==> src/rtl/mem_region_addr_gen_if.sv <==
// ---------------------------------------------------------------------------
// mem_region_addr_gen_if
// Bundles the configuration, burst-request and address-stream signals of the
// DRAM region address generator.
//   master : layer controller / DMA side (drives cfg_*, req_*, addr_ready)
//   slave  : the address generator itself
// Signals:
//   cfg_we, cfg_idx, cfg_base_mb, cfg_ready        base-register writes
//   req_valid, req_ready, req_region, req_off,
//   req_len, req_stride                            burst request
//   addr_valid, addr_ready, addr, addr_last        address beat stream
//   done, err                                      burst completion pulses
// ---------------------------------------------------------------------------
interface mem_region_addr_gen_if #(
  parameter int N_REG  = 7,
  parameter int ADDR_W = 32,
  parameter int LEN_W  = 16,
  parameter int MB_W   = 8
);
  localparam int RW = (N_REG > 1) ? $clog2(N_REG) : 1;

  logic              cfg_we;
  logic [RW-1:0]     cfg_idx;
  logic [MB_W-1:0]   cfg_base_mb;
  logic              cfg_ready;

  logic              req_valid;
  logic              req_ready;
  logic [RW-1:0]     req_region;
  logic [ADDR_W-1:0] req_off;
  logic [LEN_W-1:0]  req_len;
  logic [ADDR_W-1:0] req_stride;

  logic              addr_valid;
  logic              addr_ready;
  logic [ADDR_W-1:0] addr;
  logic              addr_last;

  logic              done;
  logic              err;

  modport master (
    output cfg_we, cfg_idx, cfg_base_mb,
    output req_valid, req_region, req_off, req_len, req_stride,
    output addr_ready,
    input  cfg_ready, req_ready, addr_valid, addr, addr_last, done, err
  );

  modport slave (
    input  cfg_we, cfg_idx, cfg_base_mb,
    input  req_valid, req_region, req_off, req_len, req_stride,
    input  addr_ready,
    output cfg_ready, req_ready, addr_valid, addr, addr_last, done, err
  );
endinterface

==> src/rtl/mem_region_addr_gen.sv <==
// ---------------------------------------------------------------------------
// mem_region_addr_gen
// DRAM address generator for the accelerator memory map (conv info, FMI, FMO,
// KEX, KPW, KDW, stop). Holds per-region base registers in MiB, bounds-checks
// burst requests against the region size and streams byte addresses.
//
// Ports:
//   clk    clock
//   rst_n  synchronous active-low reset
//   bus    mem_region_addr_gen_if.slave:
//            cfg_*  base-register write (accepted in IDLE only)
//            req_*  burst request (region, offset, length, stride)
//            addr_* address beat stream with valid/ready and last flag
//            done   one-cycle pulse at burst end; err coincident on bounds fail
//
// Build option:
//   ADDR_WRAP_EN  when defined, beats wrap modulo the region size instead of
//                 rejecting bursts that run past the region limit; only the
//                 start offset and the stride are bounds-checked.
// ---------------------------------------------------------------------------
module mem_region_addr_gen #(
  parameter int          N_REG  = 7,
  parameter int          ADDR_W = 32,
  parameter int          LEN_W  = 16,
  parameter int          MB_W   = 8,
  parameter int unsigned DEF_BASE_MB [N_REG] = '{0, 2, 24, 46, 66, 84, 103},
  parameter int          MEM_MB = 128
) (
  input logic                  clk,
  input logic                  rst_n,
  mem_region_addr_gen_if.slave bus
);

  localparam int RW = (N_REG > 1) ? $clog2(N_REG) : 1;
  localparam int EW = ADDR_W + LEN_W;
  localparam logic [ADDR_W-1:0] MEM_BYTES = ADDR_W'(MEM_MB) << 20;

  typedef enum logic [1:0] {S_IDLE, S_CHECK, S_BURST} state_e;

  function automatic logic [ADDR_W-1:0] mb_to_byte(input logic [MB_W-1:0] mb);
    return ADDR_W'(mb) << 20;
  endfunction

  // Last byte offset touched by the burst, wide enough that it never wraps.
  function automatic logic [EW-1:0] burst_end(input logic [ADDR_W-1:0] off,
                                              input logic [LEN_W-1:0]  len,
                                              input logic [ADDR_W-1:0] stride);
    logic [LEN_W-1:0] nm1;
    nm1 = len - 1'b1;
    return EW'(off) + EW'(nm1) * EW'(stride);
  endfunction

  state_e            state_q, state_d;
  logic [MB_W-1:0]   base_q [N_REG];
  logic              done_q, done_d;
  logic              err_q, err_d;

  logic [RW-1:0]     region_q;
  logic [ADDR_W-1:0] off_q;
  logic [LEN_W-1:0]  len_q;
  logic [ADDR_W-1:0] stride_q;
  logic [ADDR_W-1:0] cur_q, cur_d;
  logic [LEN_W-1:0]  cnt_q;

  logic [ADDR_W-1:0] lim_byte [N_REG];
  logic [ADDR_W-1:0] reg_size [N_REG];
  logic [ADDR_W-1:0] sel_base, sel_size;
  logic              len_zero, range_err, last_beat;

  // Region geometry: limit is the next region's base; a non-monotonic map
  // leaves an empty region rather than a huge wrapped one.
  always_comb begin
    for (int i = 0; i < N_REG; i++) lim_byte[i] = MEM_BYTES;
    for (int i = 0; i < N_REG - 1; i++) lim_byte[i] = mb_to_byte(base_q[i+1]);
    for (int i = 0; i < N_REG; i++) begin
      reg_size[i] = (lim_byte[i] > mb_to_byte(base_q[i]))
                    ? lim_byte[i] - mb_to_byte(base_q[i]) : '0;
    end
  end

  // Out-of-range region indices match nothing and so see size 0.
  always_comb begin
    sel_base = '0;
    sel_size = '0;
    for (int i = 0; i < N_REG; i++) begin
      if (region_q == RW'(i)) begin
        sel_base = mb_to_byte(base_q[i]);
        sel_size = reg_size[i];
      end
    end
  end

  assign len_zero  = (len_q == '0);
  assign last_beat = (cnt_q == len_q - 1'b1);

`ifdef ADDR_WRAP_EN
  logic [ADDR_W-1:0] wbase_q, wsize_q, woff_q, woff_d;
  logic [ADDR_W:0]   wsum;

  assign range_err = (sel_size == '0) || (off_q >= sel_size) || (stride_q >= sel_size);

  // Offset and stride are both below size, so one subtract restores range.
  always_comb begin
    wsum   = {1'b0, woff_q} + {1'b0, stride_q};
    woff_d = (wsum >= {1'b0, wsize_q}) ? ADDR_W'(wsum - {1'b0, wsize_q}) : ADDR_W'(wsum);
    cur_d  = wbase_q + woff_d;
  end

  always_ff @(posedge clk) begin
    if (state_q == S_CHECK) begin
      wbase_q <= sel_base;
      wsize_q <= sel_size;
      woff_q  <= off_q;
    end else if (state_q == S_BURST && bus.addr_ready) begin
      woff_q  <= woff_d;
    end
  end
`else
  assign range_err = (burst_end(off_q, len_q, stride_q) >= EW'(sel_size));
  assign cur_d     = cur_q + stride_q;
`endif

  // ---- control registers: state, pulses, base map ----
  always_ff @(posedge clk) begin
    if (!rst_n) begin
      state_q <= S_IDLE;
      done_q  <= 1'b0;
      err_q   <= 1'b0;
      for (int i = 0; i < N_REG; i++) base_q[i] <= MB_W'(DEF_BASE_MB[i]);
    end else begin
      state_q <= state_d;
      done_q  <= done_d;
      err_q   <= err_d;
      // Written on the same edge a request is latched, so CHECK sees it.
      if (state_q == S_IDLE && bus.cfg_we) begin
        for (int i = 0; i < N_REG; i++) begin
          if (bus.cfg_idx == RW'(i)) base_q[i] <= bus.cfg_base_mb;
        end
      end
    end
  end

  // ---- request latch and beat datapath ----
  always_ff @(posedge clk) begin
    if (state_q == S_IDLE && bus.req_valid) begin
      region_q <= bus.req_region;
      off_q    <= bus.req_off;
      len_q    <= bus.req_len;
      stride_q <= bus.req_stride;
    end
    if (state_q == S_CHECK) begin
      cur_q <= sel_base + off_q;
      cnt_q <= '0;
    end else if (state_q == S_BURST && bus.addr_ready) begin
      cur_q <= cur_d;
      cnt_q <= cnt_q + 1'b1;
    end
  end

  // ---- next state ----
  always_comb begin
    state_d = state_q;
    done_d  = 1'b0;
    err_d   = 1'b0;
    case (state_q)
      S_IDLE: begin
        if (bus.req_valid) state_d = S_CHECK;
      end
      S_CHECK: begin
        if (len_zero) begin
          state_d = S_IDLE;
          done_d  = 1'b1;
        end else if (range_err) begin
          state_d = S_IDLE;
          done_d  = 1'b1;
          err_d   = 1'b1;
        end else begin
          state_d = S_BURST;
        end
      end
      S_BURST: begin
        if (bus.addr_ready && last_beat) state_d = S_IDLE;
      end
      default: state_d = S_IDLE;
    endcase
  end

  // ---- outputs ----
  // done for a streamed burst coincides with the final handshake, so it
  // combines the registered last flag with addr_ready.
  always_comb begin
    bus.cfg_ready  = 1'b0;
    bus.req_ready  = 1'b0;
    bus.addr_valid = 1'b0;
    bus.addr       = '0;
    bus.addr_last  = 1'b0;
    bus.done       = done_q;
    bus.err        = err_q;
    case (state_q)
      S_IDLE: begin
        bus.cfg_ready = 1'b1;
        bus.req_ready = 1'b1;
      end
      S_BURST: begin
        bus.addr_valid = 1'b1;
        bus.addr       = cur_q;
        bus.addr_last  = last_beat;
        bus.done       = done_q | (bus.addr_ready & last_beat);
      end
      default: ;
    endcase
  end

endmodule

==> src/flat_wrapper.sv <==
// flat-port wrapper written by rule: the top's interface ports become plain ports
module mem_region_addr_gen_flat 
#(
  parameter int          N_REG  = 7,
  parameter int          ADDR_W = 32,
  parameter int          LEN_W  = 16,
  parameter int          MB_W   = 8,
  parameter int unsigned DEF_BASE_MB [N_REG] = '{0, 2, 24, 46, 66, 84, 103},
  parameter int          MEM_MB = 128
)
  (clk, rst_n, bus_cfg_we, bus_cfg_idx, bus_cfg_base_mb, bus_req_valid, bus_req_region, bus_req_off, bus_req_len, bus_req_stride, bus_addr_ready, bus_cfg_ready, bus_req_ready, bus_addr_valid, bus_addr, bus_addr_last, bus_done, bus_err);
  mem_region_addr_gen_if #(.N_REG(N_REG), .ADDR_W(ADDR_W), .LEN_W(LEN_W), .MB_W(MB_W)) bus_i ();
  input logic clk;
  input logic rst_n;
  input wire logic [$bits(bus_i.cfg_we)-1:0] bus_cfg_we;
  input wire logic [$bits(bus_i.cfg_idx)-1:0] bus_cfg_idx;
  input wire logic [$bits(bus_i.cfg_base_mb)-1:0] bus_cfg_base_mb;
  input wire logic [$bits(bus_i.req_valid)-1:0] bus_req_valid;
  input wire logic [$bits(bus_i.req_region)-1:0] bus_req_region;
  input wire logic [$bits(bus_i.req_off)-1:0] bus_req_off;
  input wire logic [$bits(bus_i.req_len)-1:0] bus_req_len;
  input wire logic [$bits(bus_i.req_stride)-1:0] bus_req_stride;
  input wire logic [$bits(bus_i.addr_ready)-1:0] bus_addr_ready;
  output wire logic [$bits(bus_i.cfg_ready)-1:0] bus_cfg_ready;
  output wire logic [$bits(bus_i.req_ready)-1:0] bus_req_ready;
  output wire logic [$bits(bus_i.addr_valid)-1:0] bus_addr_valid;
  output wire logic [$bits(bus_i.addr)-1:0] bus_addr;
  output wire logic [$bits(bus_i.addr_last)-1:0] bus_addr_last;
  output wire logic [$bits(bus_i.done)-1:0] bus_done;
  output wire logic [$bits(bus_i.err)-1:0] bus_err;
  assign bus_i.cfg_we = bus_cfg_we;
  assign bus_i.cfg_idx = bus_cfg_idx;
  assign bus_i.cfg_base_mb = bus_cfg_base_mb;
  assign bus_i.req_valid = bus_req_valid;
  assign bus_i.req_region = bus_req_region;
  assign bus_i.req_off = bus_req_off;
  assign bus_i.req_len = bus_req_len;
  assign bus_i.req_stride = bus_req_stride;
  assign bus_i.addr_ready = bus_addr_ready;
  assign bus_cfg_ready = bus_i.cfg_ready;
  assign bus_req_ready = bus_i.req_ready;
  assign bus_addr_valid = bus_i.addr_valid;
  assign bus_addr = bus_i.addr;
  assign bus_addr_last = bus_i.addr_last;
  assign bus_done = bus_i.done;
  assign bus_err = bus_i.err;
  mem_region_addr_gen #(.N_REG(N_REG), .ADDR_W(ADDR_W), .LEN_W(LEN_W), .MB_W(MB_W), .DEF_BASE_MB(DEF_BASE_MB), .MEM_MB(MEM_MB)) u_core (.clk(clk), .rst_n(rst_n), .bus(bus_i));
endmodule
==> config.mk <==
export PLATFORM = sky130hd
export DESIGN_NAME = mem_region_addr_gen_flat
export DESIGN_NICKNAME = d
export VERILOG_FILES = /design/src/rtl/mem_region_addr_gen_if.sv /design/src/rtl/mem_region_addr_gen.sv /design/src/flat_wrapper.sv
export SDC_FILE = /design/constraint.sdc
export NUM_CORES = 2
export LEC_CHECK = 0
export ABC_AREA = 1
export BUFFER_PORTS_ARGS = -buffer_cell sky130_fd_sc_hd__clkbuf_2
export CORE_UTILIZATION = 65
export CTS_BUF_LIST = sky130_fd_sc_hd__clkbuf_16
export CTS_CLUSTER_DIAMETER = 120
export DETAILED_ROUTE_END_ITERATION = 7
export PLACE_DENSITY = 0.81
export SLEW_MARGIN = 10
export SYNTH_ARGS = -nofsm -noshare
export SYNTH_HDL_FRONTEND = slang
export SYNTH_SLANG_ARGS = --single-unit
==> constraint.sdc <==
create_clock -name clk -period 20.5 [get_ports clk]
set_input_delay 4.1 -clock clk [delete_from_list [all_inputs] [get_ports clk]]
set_output_delay 4.1 -clock clk [all_outputs]
set_load 0.1 [all_outputs]
==> impl_metrics.ini <==
[global_routing]
grt_pass1_vias = 27598
grt_pass1_wl_um = 153500
grt_max_degree = 62
grt_usage_pct = 41.47
antenna_found_initial = 0
grt_overflow = 0

[cells_and_area]
nets = 4985
drive_above_1_share_pct = 5.764
multi_input_area_um2 = 21430
num_antenna_cells = 0
regArea_um2 = 5535
fillers = 4082
syn_to_final_growth_pct = 6.017

[logic_synthesis]
ys_seq_elements = 191
synth_mux_area_share_pct = 0
synth_cell_types = 53
synth_area_um2 = 31320
syn_area_per_cell_um2 = 7.594
synthTopCellsByArea = fa_1, edfxtp_1, inv_1
synthAdderAreaFrac_pct = 38.27
synthArstFlopShare_pct = 0
synth_area_leader_cell = fa_1
synth_edf_count = 171
yosys.area_share.simple_pct = 21.31
synth-xor-area-share_pct = 1.958
synth-seq-area-share_pct = 17.67
synth_top_family_by_area = adder cells
synthTopCellsByCount = inv_1, nand2_1, fa_1
yosysWarnings = 0
netlist_instances = 4124
synth_top_area_share_pct = 29.28
yosysMostFrequentCell = inv_1
synth_compound_area_share_pct = 6.852
synth-main-ff-cell = edfxtp_1
synthesis.nets = 4906

[setup_path]
r2r_cells = 36
worstSetupPathType = reg -> reg
path_delay_family = adder cells
cpMaxStageDelayCell = fa_1
required_ns = 20.89
reg2reg_slack_ns = 11.40
cp_num_buf_inv = 10
end_kind = flop
path_max_fanout = 31
slowest_delay_ns = 0.63
critPathArrivalTime_ns = 9.49
cpMostUsedCell = inv_1
cp.depth = 36
cp-start-kind = flop

[placement]
place_congestion = 1.005
io_buffer_count = 136
hpwl_um = 79700

[clocking]
clk_pin_slew_worst_paths_ns = 0.08
root_buffer = clkbuf_16
postCtsSetupRepairBufs = 0
cts_resized = 0
cts_hold_buf = 0
cts_buffers = 17
clock_latency_ns = 0.49
cts_tree = done
h-tree-depth = 4
clock-sinks = 191
ctsLongestPathBuffers = 2

[routing]
viasPerCell = 5.694
drt_first_pass_iters = 6
ant_nets = 0
drtIter0Drc = 2811
vias = 27510
remaining_drc_errors = 0
routedWlPerCell_um = 20.16
wl_um = 97420

[die]
initial_utilization_pct = 65.73
ios = 137
rows = 80
die_w_um = 221.5
die-area_um2 = 49060
core_um2 = 47650
dieHeight_um = 221.5

[sta]
hold_viol = 0
slew_violations = 0
finalClockSkew_ns = 0.01817
tightestPinTransition_ns = 1.109
setup_viol = 0
max_slew_margin_pct = 25.32
finalCritPeriodShare_pct = 44.39
rsz0062_at_grt = no
finalCriticalPeriod_ns = 9.099
fmax_mhz = 109.9
finalSetupTns_ns = 0

[flow_run]
cap_viol_max_count = 0

[hold_path]
hold_depth = 1
hold_class = reg -> reg

[outcome]
status = finished, final reports clean
==> per-stage QoR <==
step | area, µm² | util [%] | std cells | hold slack, ns | setup slack, ns
global placement | 32560 | 68.34 | 4799 | 0.4387 | 11.48
global route | 33200 | 69.68 | 4831 | 0.4938 | 10.90
detailed placement | 32560 | 68.34 | 4799 | 0.4426 | 11.45
CTS | 33200 | 69.68 | 4831 | 0.4546 | 11.44
floorplan | 31320 | - | 4124 | 0.4217 | 10.80
finish | 33200 | 69.68 | 4831 | 0.4530 | 11.40
==> sequential cells by signal, indices dropped and copies added (netlist names) <==
register / count
u_core.len_q: 16
u_core.off_q: 32
u_core.state_q: 2
u_core.done_q: 1
u_core.region_q: 3
u_core.stride_q: 32
u_core.base_q: 56
u_core.bus.err: 1
u_core.cur_q: 32
u_core.cnt_q: 16
==> path summary, 6_finish.rpt <==
kind,from,end
max,u_core.len_q[0]$_DFFE_PP_,u_core.done_q$_SDFF_PN0_
min,u_core.cnt_q[14]$_SDFFE_PP0P_,u_core.cnt_q[14]$_SDFFE_PP0P_
max reg2reg,u_core.len_q[0]$_DFFE_PP_,u_core.done_q$_SDFF_PN0_
min reg2reg,u_core.cnt_q[14]$_SDFFE_PP0P_,u_core.cnt_q[14]$_SDFFE_PP0P_
==> placed cells by master (no fill, tap or decap), types with 6 or more instances in the layout <==
master     count
edfxtp_1     171
clkinv_1       6
inv_1       1050
nand3_1      118
buf_4         21
nor2_2         7
nand3b_1      10
nor4_1        10
o21ai_0      113
o221ai_1       6
a211oi_1       6
clkbuf_16     17
o21bai_1      17
dfxtp_1       20
nand4_1       39
nor3_1        34
or2_2         22
o21a_1         8
ha_1         225
nor2_1       390
nor3_2         6
fa_1         458
xor2_1        48
clkbuf_2     136
o31ai_1        7
a21oi_1      171
xnor2_1       22
inv_2          8
o211ai_1       9
a31oi_1        9
nand2_1      985
o22ai_1       17
==> routing by layer <==
layer	vias to the layer above	global-route usage [%]	share of wire, %
li1	12586	-	-
met1	13099	55.02	39
met4	0	19.02	5.3
met5	-	0	0
met3	281	9.157	11
met2	1544	65.39	45
==> layout make-up <==
class                   instances  share of cell area [%]
multi-input cells            2772                   64.53
flip-flops and latches        191                   16.67
inverters                    1064                   12.03
repair buffers                157                   2.525
well taps                     615                   2.318
clock buffers                  17                   1.281
clock inverters                15                  0.6444
==> kinds of logic after synthesis <==
| group | Yosys count |
|---|---|
| buf+inv | 1161 |
| simple gates | 1636 |
| fa+ha+maj | 683 |
| compound gates | 383 |
| xor+xnor | 70 |
| flops | 191 |
Power is left out: the tool's default activity adds up to more than one toggle a clock period on the data nets, which glitch-free logic cannot reach.
